## config.mk

```make
export PLATFORM = sky130hd
export DESIGN_NAME = spi_daisy_loader
export DESIGN_NICKNAME = d
export VERILOG_FILES = /design/src/rtl/spi_daisy_loader_pkg.sv /design/src/rtl/spi_daisy_loader_word_buffer.sv /design/src/rtl/spi_daisy_loader.sv
export SDC_FILE = /design/constraint.sdc
export NUM_CORES = 1
export LEC_CHECK = 0
export ABC_CLOCK_PERIOD_IN_PS = 2800
export BUFFER_PORTS_ARGS = -buffer_cell sky130_fd_sc_hd__buf_2
export CAP_MARGIN = 10
export CORE_MARGIN = 3
export CORE_UTILIZATION = 56
export CTS_CLUSTER_SIZE = 40
export DETAILED_ROUTE_END_ITERATION = 8
export PLACE_DENSITY = 0.83
export SYNTH_ARGS = -nofsm -noshare
export SYNTH_HDL_FRONTEND = slang
export SYNTH_SLANG_ARGS = --single-unit
export TNS_END_PERCENT = 5
```

## constraint.sdc

```tcl
create_clock -name CLK -period 2.8 [get_ports CLK]
set_input_delay 0 -clock CLK [delete_from_list [all_inputs] [get_ports CLK]]
set_output_delay 0 -clock CLK [all_outputs]
set_load 0.02 [all_outputs]
```

## src/rtl/spi_daisy_loader_pkg.sv

```systemverilog
// Shared definitions for the SPI daisy-chain frame loader: FSM state encodings,
// default word width and the index-width helper.
package spi_daisy_loader_pkg;

  localparam int DEFAULT_DATA_W = 8;

  localparam logic [2:0] ST_IDLE = 3'd0;
  localparam logic [2:0] ST_FILL = 3'd1;
  localparam logic [2:0] ST_SEND = 3'd2;
  localparam logic [2:0] ST_WAIT = 3'd3;
  localparam logic [2:0] ST_DONE = 3'd4;

  typedef enum logic [2:0] {
    IDLE = ST_IDLE,
    FILL = ST_FILL,
    SEND = ST_SEND,
    WAIT = ST_WAIT,
    DONE = ST_DONE
  } state_t;

  // Slot index width; a single-slave chain still needs a 1-bit index.
  function automatic int idx_width(input int n);
    return (n > 1) ? $clog2(n) : 1;
  endfunction

endpackage

```

## src/rtl/spi_daisy_loader_word_buffer.sv

```systemverilog
// NUM_SLAVES x DATA_W register file: synchronous write and clear, every word
// exposed combinationally on a flat bus.
module spi_daisy_loader_word_buffer
  import spi_daisy_loader_pkg::*;
#(
  parameter int DEPTH  = 2,
  parameter int DATA_W = DEFAULT_DATA_W,
  parameter int IDX_W  = idx_width(DEPTH)
) (
  input  logic                    clk,
  input  logic                    srst,
  input  logic                    wr_en,
  input  logic [IDX_W-1:0]        wr_idx,
  input  logic [DATA_W-1:0]       wr_data,
  output logic [DEPTH*DATA_W-1:0] words
);

  logic [DATA_W-1:0] mem_reg [DEPTH];

  always_ff @(posedge clk) begin
    if (srst) begin
      for (int i = 0; i < DEPTH; i++) begin
        mem_reg[i] <= '0;
      end
    end else if (wr_en) begin
      mem_reg[wr_idx] <= wr_data;
    end
  end

  for (genvar gi = 0; gi < DEPTH; gi++) begin : g_word
    assign words[gi*DATA_W +: DATA_W] = mem_reg[gi];
  end

endmodule

```

## src/rtl/spi_daisy_loader.sv

```systemverilog
// Daisy-chain frame sequencer feeding an SPI master: collects one word per slave,
// sends them last slave first and captures the returned words.
// Optional DAISY_CHAIN_CHECK_EN: compare returned words with the previous frame.
module spi_daisy_loader
  import spi_daisy_loader_pkg::*;
#(
  parameter int NUM_SLAVES = 2,
  parameter int DATA_W     = DEFAULT_DATA_W,
  parameter int IDX_W      = idx_width(NUM_SLAVES)
) (
  input  logic              CLK,
  input  logic              reset,
  input  logic              in_valid,
  input  logic [DATA_W-1:0] in_data,
  output logic              in_ready,
  output logic              m_start,
  output logic [DATA_W-1:0] m_tx_data,
  input  logic              m_busy,
  input  logic              m_done,
  input  logic [DATA_W-1:0] m_rx_data,
  output logic              frame_done,
  input  logic [IDX_W-1:0]  rx_rd_idx,
  output logic [DATA_W-1:0] rx_rd_data,
  output logic              err
);

  localparam logic [IDX_W-1:0] LAST_IDX = IDX_W'(NUM_SLAVES - 1);

  state_t state_reg, state_next;
  logic [IDX_W-1:0] wr_idx_reg, wr_idx_next;
  logic [IDX_W-1:0] tx_idx_reg, tx_idx_next;
  logic accept;
  logic rx_wr_en;
  logic [IDX_W-1:0] rx_slot;
  logic [NUM_SLAVES*DATA_W-1:0] tx_words, rx_words;
  logic [DATA_W-1:0] tx_word [NUM_SLAVES];
  logic [DATA_W-1:0] rx_word [NUM_SLAVES];

  assign accept  = in_valid && in_ready;
  assign rx_slot = LAST_IDX - tx_idx_reg;

  spi_daisy_loader_word_buffer #(
    .DEPTH (NUM_SLAVES),
    .DATA_W(DATA_W),
    .IDX_W (IDX_W)
  ) u_tx_buf (
    .clk    (CLK),
    .srst   (reset),
    .wr_en  (accept),
    .wr_idx (wr_idx_reg),
    .wr_data(in_data),
    .words  (tx_words)
  );

  spi_daisy_loader_word_buffer #(
    .DEPTH (NUM_SLAVES),
    .DATA_W(DATA_W),
    .IDX_W (IDX_W)
  ) u_rx_buf (
    .clk    (CLK),
    .srst   (reset),
    .wr_en  (rx_wr_en),
    .wr_idx (rx_slot),
    .wr_data(m_rx_data),
    .words  (rx_words)
  );

  for (genvar gi = 0; gi < NUM_SLAVES; gi++) begin : g_unpack
    assign tx_word[gi] = tx_words[gi*DATA_W +: DATA_W];
    assign rx_word[gi] = rx_words[gi*DATA_W +: DATA_W];
  end

  always_ff @(posedge CLK) begin
    if (reset) begin
      state_reg  <= IDLE;
      wr_idx_reg <= '0;
      tx_idx_reg <= '0;
    end else begin
      state_reg  <= state_next;
      wr_idx_reg <= wr_idx_next;
      tx_idx_reg <= tx_idx_next;
    end
  end

  // Strobes are decoded from state and masked by reset so nothing leaks out
  // in the cycle a reset arrives mid-frame.
  always_comb begin
    state_next  = state_reg;
    wr_idx_next = wr_idx_reg;
    tx_idx_next = tx_idx_reg;
    in_ready    = 1'b0;
    m_start     = 1'b0;
    frame_done  = 1'b0;
    rx_wr_en    = 1'b0;
    case (state_reg)
      IDLE: state_next = FILL;
      FILL: begin
        in_ready = !reset;
        if (in_valid && !reset) begin
          if (wr_idx_reg == LAST_IDX) begin
            wr_idx_next = '0;
            tx_idx_next = LAST_IDX;
            state_next  = SEND;
          end else begin
            wr_idx_next = wr_idx_reg + IDX_W'(1);
          end
        end
      end
      SEND: begin
        if (!m_busy) begin
          m_start    = !reset;
          state_next = WAIT;
        end
      end
      WAIT: begin
        if (m_done) begin
          rx_wr_en = 1'b1;
          if (tx_idx_reg == '0) begin
            state_next = DONE;
          end else begin
            tx_idx_next = tx_idx_reg - IDX_W'(1);
            state_next  = SEND;
          end
        end
      end
      DONE: begin
        frame_done = !reset;
        state_next = FILL;
      end
      default: state_next = IDLE;
    endcase
  end

  // tx_idx does not move between m_start and m_done, so the word stays put.
  always_comb begin
    m_tx_data = '0;
    if (!reset && (state_reg == SEND || state_reg == WAIT)) begin
      m_tx_data = tx_word[tx_idx_reg];
    end
  end

  always_comb begin
    rx_rd_data = '0;
    if (int'(rx_rd_idx) < NUM_SLAVES) begin
      rx_rd_data = rx_word[rx_rd_idx];
    end
  end

`ifdef DAISY_CHAIN_CHECK_EN
  logic [NUM_SLAVES*DATA_W-1:0] prev_words;
  logic [NUM_SLAVES-1:0] word_bad;
  logic checked_reg;
  logic err_reg;

  // Each accept overwrites one tx slot; the old word is copied out first, so by
  // DONE this buffer holds the complete previous frame.
  spi_daisy_loader_word_buffer #(
    .DEPTH (NUM_SLAVES),
    .DATA_W(DATA_W),
    .IDX_W (IDX_W)
  ) u_prev_tx_buf (
    .clk    (CLK),
    .srst   (reset),
    .wr_en  (accept),
    .wr_idx (wr_idx_reg),
    .wr_data(tx_word[wr_idx_reg]),
    .words  (prev_words)
  );

  for (genvar gi = 0; gi < NUM_SLAVES; gi++) begin : g_cmp
    assign word_bad[gi] = rx_word[gi] != prev_words[(NUM_SLAVES-1-gi)*DATA_W +: DATA_W];
  end

  always_ff @(posedge CLK) begin
    if (reset) begin
      checked_reg <= 1'b0;
      err_reg     <= 1'b0;
    end else if (state_reg == DONE) begin
      checked_reg <= 1'b1;
      if (checked_reg && |word_bad) begin
        err_reg <= 1'b1;
      end
    end
  end

  assign err = err_reg;
`else
  assign err = 1'b0;
`endif

endmodule

```

==> results of run 1 <==
==> area by class of cell <==
cell class,count,area (µm²)
fillers,183,694
multi-input cells,88,659
clock inverters,1,3.75
repair buffers,56,360
clock buffers,7,45.0
flip-flops and latches,37,1060
well taps,42,52.6
==> through the flow <==
| stage | hold WS (ps) | setup slack (ps) |
|---|---|---|
| finish | 24.3 | 976 |
| global route | 45.8 | 824 |
| CTS | 13.0 | 937 |
| detailed placement | 283 | 955 |
| global placement | 269 | 1050 |
| floorplan | 82.4 | 1210 |
==> synthesized netlist by cell type, drive strengths merged <==
master | number | share of area
nand2 | 2 | 0.0043
and2 | 32 | 0.11
edfxtp | 32 | 0.55
buf | 6 | 0.020
conb | 1 | 0.0021
nor4b | 2 | 0.018
mux2 | 8 | 0.051
nor4 | 2 | 0.016
nor2 | 12 | 0.030
a22o | 1 | 0.0050
mux2i | 8 | 0.045
nor3 | 1 | 0.0057
nand3b | 1 | 0.0043
clkbuf | 2 | 0.0043
nor3b | 2 | 0.0085
o21ba | 1 | 0.0057
or3b | 1 | 0.0064
o221ai | 1 | 0.0050
a211oi | 1 | 0.0043
nand4bb | 1 | 0.0064
a21oi | 1 | 0.0028
nand2b | 2 | 0.0071
or2 | 5 | 0.018
xor2 | 1 | 0.0050
nand3 | 1 | 0.0057
dfxtp | 5 | 0.057
o21a | 1 | 0.0043
==> worst max path at each step <==
stage / from / endpoint / cells past startpoint
global placement: tx_idx_reg$_SDFFE_PP0P_ / u_rx_buf.mem_reg[0][0]$_SDFFCE_PN0P_ / 2
detailed placement: tx_idx_reg$_SDFFE_PP0P_ / u_rx_buf.mem_reg[0][1]$_SDFFCE_PN0P_ / 2
finish: state_reg[0]$_SDFFE_PP0P_ / u_tx_buf.mem_reg[1][6]$_SDFFCE_PN0P_ / 3
CTS: tx_idx_reg$_SDFFE_PP0P_ / u_rx_buf.mem_reg[0][5]$_SDFFCE_PN0P_ / 2
global route: tx_idx_reg$_SDFFE_PP0P_ / u_rx_buf.mem_reg[0][5]$_SDFFCE_PN0P_ / 2
floorplan: state_reg[1]$_SDFFE_PP0P_ / u_tx_buf.mem_reg[1][0]$_SDFFCE_PN0P_ / 4
==> logic make-up after synthesis <==
logic type      synth area share
flops                      0.602
simple gates               0.243
mux                       0.0965
xor+xnor                 0.00497
compound gates            0.0270
other cells              0.00213
buf+inv                   0.0241
==> power by group <==
group | switching (mW) | internal, mW | total (mW)
registers | 0.0206 | 0.627 | 0.648
logic | 0.0751 | 0.0679 | 0.143
clock network | 0.166 | 0.0965 | 0.263
total | 0.262 | 0.792 | 1.05
==> what timing repair did <==
action	CTS	global route
hold buffers	16	0
hold endpoints to repair	32	0
gates resized for setup	0	0
buffers inserted	0	0
==> layer usage <==
layer  global-route usage  vias to the layer above  wire length (µm)
met4               0.0994                        0                74
met5                    0                        -                 0
met2                0.372                       35              1870
li1                     -                      579                 -
met1                0.222                      569              1420
met3               0.0432                        7               166
==> worst register-to-register path, cell delays in order (launching register included) <==
cell	delay, ps
dfxtp_1	520
or3b_4	450
nor2_4	190
or2_1	350
==> impl_metrics.csv, run 1 <==
group,metric,value,unit
run_status,status,"completed",
floorplanning,ios,42,
floorplanning,dieArea,3860,µm²
clock_tree,clkSlewWorstSetupHoldPaths,100,ps
sta,fin_crit_sh,0.652,
global_route,grt_use_total,0.203,
drt,drt-pass1-iter-count,4,
floorplanning,start_util,0.613,
global_route,antenna_found_initial,0,
clock_tree,htree_levels,2,
floorplanning,die_w,62.1,µm
critical_path,crit_fanout,10,
finish,fin_area,2180,µm²
critical_path,endpoint_kind,"flip-flop",
critical_path,r2r_setup_slack,980,ps
clock_tree,cts_tree,"built",
sta,period_minus_slack,1820,ps
sta,setup_tns,0,ps
floorplanning,row_count,19,
critical_path,cp_slowest_cell,"dfxtp_1",
power_and_ir_drop,power,1.05,mW
finish,final_cell_mix,"buf_2 (40), and2_1 (32), edfxtp_1 (32)",
sta,max-slew-margin-rel,0.545,
drt,drc_errors,0,
critical_path,reg2reg_depth,3,
synthesis,syn_area_per_cell,13.3,µm²
power_and_ir_drop,power_density,483,nW/µm²
critical_path,rr_endpoint,"u_tx_buf.mem_reg[1][6]$_SDFFCE_PN0P_",
place,numPortBuffers,40,
critical_path,path_cells,"or3b_4, nor2_4, or2_1",
finish,stdcell_count,231,
power_and_ir_drop,p_leak,0.878,nW
sta,max_freq,0.548,GHz
place,placed_cells,207,
sta,skew,12.0,ps
finish,area_delta_synth_final,23.8,%
sta,final_hold_viol_count,0,
sta,setup_violations,0,
critical_path,crit_required,2810,ps
drt,wire_per_inst,15.3,µm
worst_hold_path,holdPathStages,2,
clock_tree,cts_buffers,5,
finish,layout_commonest_cell,"buf_2",
clock_tree,clock_sinks,37,
global_route,grt_pass1_wl,5920,µm
synthesis,synth_area,1760,µm²
floorplanning,core,2880,µm²
clock_tree,insertion_delay,340,ps
synthesis,synth_cells,133,
finish,n_antenna_cell,0,
drt,ant_nets,0,
drt,via_per_inst,5.15,
worst_hold_path,hp-class,"in2reg",
critical_path,critPathBufInv,0,
place,place_area,1970,µm²
sta,finalMaxSlewViolations,0,
synthesis,yosys_warnings,0,
sta,rsz0062_at_grt,"no",
global_route,grt_max_degree,17,
power_and_ir_drop,ir_drop,0.365,mV
critical_path,startpoint_type,"flip-flop",
synthesis,synth-seq-cells,37,
place,place_congestion,0.731,
clock_tree,clockBufferDepth,2,
finish,utilization,0.759,
job,drv_cap,0,
finish,drive_gt1_frac,0.328,
drt,via_count,1190,
critical_path,cp.arrival,1840,ps
global_route,grt_pass1_vias,1244,
critical_path,timing.rr.start,"state_reg[0]$_SDFFE_PP0P_",
global_route,overflow,0,
synthesis,synthDistinctLibCells,32,
clock_tree,cts-root-buf,"clkbuf_4",
worst_hold_path,min_to,"wr_idx_reg$_SDFFE_PP0P_",
floorplanning,die_h,62.1,µm
critical_path,max_stage_delay,520,ps
synthesis,ys_seq_area_frac,0.602,
place,dp_hpwl,2440,µm
synthesis,synth.net_count,155,
finish,num-nets-final,210,
critical_path,crit_type,"reg2reg",
worst_hold_path,worstHoldStart,"reset",
critical_path,crit_family,"simple AND/OR/NAND/NOR gates",
sta,worst_pin_slew,681,ps
drt,drt_iter0_drc,22,
drt,wl,3530,µm
Power figures use the tool's default switching activity.
==> run 2, diff against run 1 <==
Settings changed: ABC_AREA from default to 1, ABC_CLOCK_PERIOD_IN_PS 2800 to 1660, CORE_UTILIZATION 56 to 47, PLACE_DENSITY 0.83 to 0.74.
Clock period 2.8 ns to 1.66 ns, I/O delays scaled along.
==> run 2 against run 1 <==
Hold slack improved by 36 ps. Combinational power is 100% higher. Clock power grew 65%. Register-to-register slack worse by 800 ps. Largest power group unchanged. Synthesized cell count increased by 26%. Sequential power is 68% higher. Core utilization shrank 11 points. Die area grew 14%. Routed wire length shrank 5.8%.
==> impl_metrics.csv, run 2 <==
group,metric,value,unit
clock_tree,clock_sinks,37,
drt,drc_errors,0,
sta,skew,10.8,ps
synthesis,synth_most_common_cell,"nor2_1",
sta,setup_violations,0,
critical_path,cp.arrival,1510,ps
drt,drt-pass1-iter-count,4,
sta,fin_ws,159,ps
synthesis,syn_area_per_cell,10.2,µm²
critical_path,path_common_cell,"nand2_1",
sta,fin_crit_sh,0.904,
synthesis,yosys.area_share.simple,0.229,
synthesis,synth_area,1710,µm²
synthesis,synthAdderAreaFrac,0,
power_and_ir_drop,combPwrFrac,0.160,
drt,drt_iter0_drc,61,
synthesis,synth_compound_area_frac,0.0322,
sta,finalMaxSlewViolations,0,
critical_path,crit_family,"buffers and inverters",
global_route,busiest_layer,"met2",
power_and_ir_drop,switchingPower,474,µW
job,drv_cap,0,
floorplanning,core,3420,µm²
synthesis,synth_top_cell_area_share,0.562,
floorplanning,dieArea,4400,µm²
clock_tree,htree_levels,2,
place,place_ws,143,ps
clock_tree,cts-root-buf,"clkbuf_4",
power_and_ir_drop,pwr-share-seq,0.601,
clock_tree,insertion_delay,330,ps
power_and_ir_drop,clkPwrFrac,0.240,
drt,wl,3330,µm
finish,stdcell_count,280,
clock_tree,cts_tree,"built",
clock_tree,clkSlewWorstSetupHoldPaths,100,ps
synthesis,synthFlopType,"edfxtp_1",
place,dp_hpwl,2420,µm
synthesis,synth.area.top_cells,"edfxtp_1 (56%), nor2_1 (9.0%), nand2_1 (6.4%)",
drt,via_count,1334,
power_and_ir_drop,p_leak,1.04,nW
global_route,grt_max_degree,12,
critical_path,critPathBufInv,3,
finish,area_delta_synth_final,29.5,%
floorplanning,die_h,66.3,µm
synthesis,synthDistinctLibCells,23,
sta,final_hold_viol_count,0,
synthesis,synthXorXnorAreaFrac,0,
run_status,status,"completed",
global_route,use_met3,0.0357,
global_route,grt_use_met1,0.192,
power_and_ir_drop,power.internal,1.34,mW
finish,n_antenna_cell,0,
worst_hold_path,hp-class,"in2reg",
finish,final_cell_mix,"nor2_1 (41), buf_2 (40), edfxtp_1 (32)",
power_and_ir_drop,power_density,820,nW/µm²
synthesis,ys_top_cells_by_count,"nor2_1 (41), edfxtp_1 (32), nand2_1 (29)",
sta,max_freq,0.666,GHz
place,place_area,1980,µm²
synthesis,ys_async_sr_fraction,0,
critical_path,crit_fanout,10,
global_route,antenna_found_initial,0,
synthesis,post-synth-top-area-cell,"edfxtp_1",
global_route,overflow,0,
synthesis,synth_top_family_by_area,"simple AND/OR/NAND/NOR gates",
floorplanning,die_w,66.3,µm
synthesis,synth.net_count,190,
critical_path,cp_slowest_cell,"dlygate4sd3_1",
power_and_ir_drop,swShare,0.261,
critical_path,endpoint_kind,"flip-flop",
place,numPortBuffers,40,
critical_path,startpoint_type,"primary input",
critical_path,path_cells,"dlygate4sd3_1, buf_2, inv_4, nand2_1, nor2_4, nand2_4, nand2_1",
global_route,grt_util_met2,0.301,
floorplanning,ios,42,
critical_path,crit_type,"in2reg",
finish,num-nets-final,255,
synthesis,yosys_warnings,0,
drt,wire_per_inst,11.9,µm
place,place_congestion,0.751,
finish,fill_cells,289,
synthesis,synthMuxAreaShare,0.0527,
clock_tree,clockBufferDepth,2,
place,placed_cells,255,
synthesis,ys_seq_area_frac,0.620,
finish,layout_commonest_cell,"nor2_1",
power_and_ir_drop,ir_drop,0.513,mV
global_route,grt_pass1_wl,5440,µm
critical_path,max_stage_delay,540,ps
sta,period_minus_slack,1500,ps
sta,hold-worst-slack,60.0,ps
finish,drive_gt1_frac,0.308,
global_route,grt_use_total,0.168,
drt,via_per_inst,4.76,
floorplanning,start_util,0.501,
floorplanning,row_count,21,
synthesis,synth_cells,168,
critical_path,crit_required,1670,ps
global_route,grt_pass1_vias,1297,
clock_tree,cts_buffers,5,
sta,rsz0062_at_grt,"no",
synthesis,synth-seq-cells,37,
sta,setup_tns,0,ps
finish,fin_area,2210,µm²
synthesis,synth-edff-count,32,
drt,ant_nets,0,
run 2: cell count changes after synthesis, sizes merged, moves of 4 or more:
| cell | change |
|---|---|
| or2 | -5 |
| nor2 | +30 |
| a21oi | +10 |
| inv | +23 |
| and2 | -32 |
| nand2 | +30 |
| buf | -4 |
| nand3 | +4 |
| mux2i | -8 |
run 2: worst register-to-register path, stage by stage (launching register included):
cell and delay (ps):
dfxtp_1 480, nand3_2 140, nor2_4 150, nand2_4 100, nand2_1 280
run 2: cells by family (layout without fill, tap and decap cells):
group           Yosys count  in the layout
compound gates           11             11
buf+inv                  27             93
flops                    37             37
mux                       8              8
other cells               1              1
simple gates             84             84
run 2: final cells by class:
class / instances / area (µm²) / share of cell area
Tap cell: 46 / 57.6 / 0.0260
Clock inverter: 1 / 5.00 / 0.00226
Clock buffer: 7 / 45.0 / 0.0203
Timing Repair Buffer: 61 / 400 / 0.181
Inverter: 24 / 92.6 / 0.0418
Sequential cell: 37 / 1060 / 0.479
Multi-Input combinational cell: 104 / 553 / 0.250
run 2: metal layers:
metal,wire (µm),share of wire,vias up
met1,1360,0.41,606
met4,18,0.0054,0
met5,0,0,-
met3,253,0.076,4
li1,-,-,673
met2,1700,0.51,51
run 2: power groups by stage:
| stage | clock network [mW] | logic (mW) | registers [mW] |
|---|---|---|---|
| finish | 0.435 | 0.290 | 1.09 |
| global route | 0.503 | 0.320 | 1.10 |
| CTS | 0.449 | 0.286 | 1.09 |
| detailed placement | 0 | 0.255 | 1.11 |
| global placement | 0 | 0.252 | 1.11 |
| floorplan | 0 | 0.177 | 1.10 |
run 2: path summary, 6_finish.rpt:
kind              cells after the start                                   end                 startpoint  slack (ps)
setup / recovery                      7  u_tx_buf.mem_reg[1][7]$_SDFFCE_PN0P_                      reset         160
hold / removal                        4             state_reg[0]$_SDFFE_PP0P_                     m_busy          60
setup reg to reg                      4  u_tx_buf.mem_reg[1][7]$_SDFFCE_PN0P_  state_reg[0]$_SDFFE_PP0P_         180
hold reg to reg                       2               wr_idx_reg$_SDFFE_PP0P_    wr_idx_reg$_SDFFE_PP0P_         570
run 2: timing repair:
item | 4_1_cts | 5_1_grt
endpoints found under the setup margin | 0 | 23
hold buffers | 17 | 0
resized for setup | 0 | 4
buffers inserted | 0 | 0
hold endpoints to repair | 31 | 0
run 2: stage by stage:
step,power (mW),utilization
after detailed placement,1.37,0.580
after global routing,1.92,0.648
final,1.82,0.648
after global placement,1.36,0.580
after CTS,1.82,0.645
after floorplan,1.28,-
==> run 3, diff against run 2 <==
Settings changed: BUFFER_PORTS_ARGS -buffer_cell sky130_fd_sc_hd__buf_2 to -buffer_cell sky130_fd_sc_hd__buf_4.
==> run 3 against run 2 <==
Clock-buffer cell count fell by 2. Cell count down 0.36%. Sequential share of layout area is 2.9 points lower. Critical path type is now reg2reg. Register-to-register slack got worse by 60 ps. Highest routed layer unchanged. Sequential power is essentially flat. Clock skew down 4.5 ps. Flip-flop and latch count stayed put. Core utilization rose by 4.1 points.
==> impl_metrics.csv, run 3 (synthesis results as in run 2) <==
group,metric,value,unit
drt,wl,3390,µm
clock_tree,clkSlewWorstSetupHoldPaths,110,ps
drt,wire_per_inst,12.1,µm
power_and_ir_drop,combPwrFrac,0.145,
sta,fin_crit_sh,0.930,
power_and_ir_drop,power.internal,1.68,mW
drt,drt_iter0_drc,28,
finish,layout_commonest_cell,"buf_4",
critical_path,crit_type,"reg2reg",
critical_path,cp.arrival,1570,ps
power_and_ir_drop,switchingPower,513,µW
clock_tree,clockBufferDepth,2,
worst_hold_path,hp-class,"in2reg",
place,dp_hpwl,2490,µm
place,place_congestion,0.832,
global_route,grt_pass1_vias,1279,
floorplanning,ios,42,
critical_path,crit_fanout,9,
floorplanning,die_w,66.3,µm
floorplanning,core,3420,µm²
sta,final_hold_viol_count,0,
global_route,grt_use_total,0.171,
finish,drive_gt1_frac,0.300,
clock_tree,clock_sinks,37,
clock_tree,cts_buffers,5,
global_route,grt_max_degree,14,
sta,rsz0062_at_grt,"no",
drt,via_per_inst,4.70,
critical_path,crit_required,1690,ps
floorplanning,dieArea,4400,µm²
drt,via_count,1311,
sta,finalMaxSlewViolations,0,
job,drv_cap,0,
sta,setup_tns,0,ps
global_route,overflow,0,
power_and_ir_drop,p_leak,1.08,nW
sta,setup_violations,0,
place,numPortBuffers,40,
critical_path,startpoint_type,"flip-flop",
finish,num-nets-final,254,
global_route,antenna_found_initial,0,
clock_tree,cts_tree,"built",
critical_path,endpoint_kind,"flip-flop",
global_route,grt_pass1_wl,5620,µm
floorplanning,start_util,0.501,
drt,drt-pass1-iter-count,4,
finish,area_delta_synth_final,37.7,%
clock_tree,cts-root-buf,"clkbuf_4",
drt,ant_nets,0,
sta,skew,6.28,ps
clock_tree,insertion_delay,340,ps
power_and_ir_drop,clkPwrFrac,0.356,
floorplanning,row_count,21,
finish,final_cell_mix,"buf_4 (43), nor2_1 (41), edfxtp_1 (32)",
power_and_ir_drop,power,2.19,mW
finish,n_antenna_cell,0,
clock_tree,htree_levels,2,
run_status,status,"completed",
sta,max_freq,0.648,GHz
floorplanning,die_h,66.3,µm
drt,drc_errors,0,
power_and_ir_drop,ir_drop,0.694,mV
power_and_ir_drop,power_density,929,nW/µm²
power_and_ir_drop,pwr-share-seq,0.499,
power_and_ir_drop,swShare,0.234,
sta,period_minus_slack,1540,ps
critical_path,r2r_setup_slack,120,ps
## run 3: cell types whose count changed in the layout (fill, tap and decap cells not counted), sizes merged
cell	previous run	this run
clkbuf	7	5
clkinv	2	1
bufinv	0	2
buf	44	43
inv	23	24
## run 3: path summary, 6_finish.rpt
kind,startpoint,end,cells past startpoint
worst max register to register,state_reg[2]$_SDFFE_PP0P_,u_tx_buf.mem_reg[0][5]$_SDFFCE_PN0P_,5
worst min-delay path,m_busy,state_reg[0]$_SDFFE_PP0P_,4
worst min register to register,wr_idx_reg$_SDFFE_PP0P_,wr_idx_reg$_SDFFE_PP0P_,2
worst max-delay path,state_reg[2]$_SDFFE_PP0P_,u_tx_buf.mem_reg[0][5]$_SDFFCE_PN0P_,5
## run 3: per-layer routing
metal / part of all wire / up-vias / GRT usage
li1: - / 667 / -
met1: 0.42 / 597 / 0.193
met2: 0.50 / 41 / 0.296
met3: 0.067 / 6 / 0.0629
met4: 0.015 / 0 / 0.0609
met5: 0 / - / 0
## run 3: timing repair
| item | 4_1_cts | 5_1_grt |
|---|---|---|
| hold endpoints to repair | 35 | 0 |
| setup endpoints to repair | 0 | 5 |
| setup buffers | 0 | 0 |
| resized for setup | 0 | 1 |
| hold buffers | 17 | 0 |
## run 3: power by group through the flow
stage	clock (mW)	sequential (mW)	combinational, mW
floorplan	0	1.10	0.177
finish	0.780	1.09	0.317
detailed placement	0	1.11	0.282
global placement	0	1.11	0.274
CTS	0.794	1.09	0.315
global route	0.848	1.10	0.348
## run 3: area by class of cell
cell class                 count  area (µm²)
sequential                    37        1060
fill                         255        1060
multi-input combinational    104         546
timing repair buffer          60         493
inverter                      24        92.6
clock inverter                 3        68.8
tap                           46        57.6
clock buffer                   5        37.5
## run 3: critical path, cell delays in order (launching register included)
cell and delay, ps:
dfxtp_1 390, inv_2 130, nand3_2 120, nor2_4 150
nand2_2 140, nand2_1 290
## run 3: stage by stage
step | setup slack, ps | instances | cell area [µm²] | utilization | hold slack, ps
finish | 117 | 279 | 2360 | 0.690 | 49.9
global route | 8.02 | 279 | 2360 | 0.690 | 69.0
CTS | 81.2 | 279 | 2350 | 0.688 | 20.2
detailed placement | 143 | 254 | 2070 | 0.607 | 224
global placement | 196 | 254 | 2070 | 0.607 | 216
floorplan | 214 | 168 | 1710 | - | 72.4
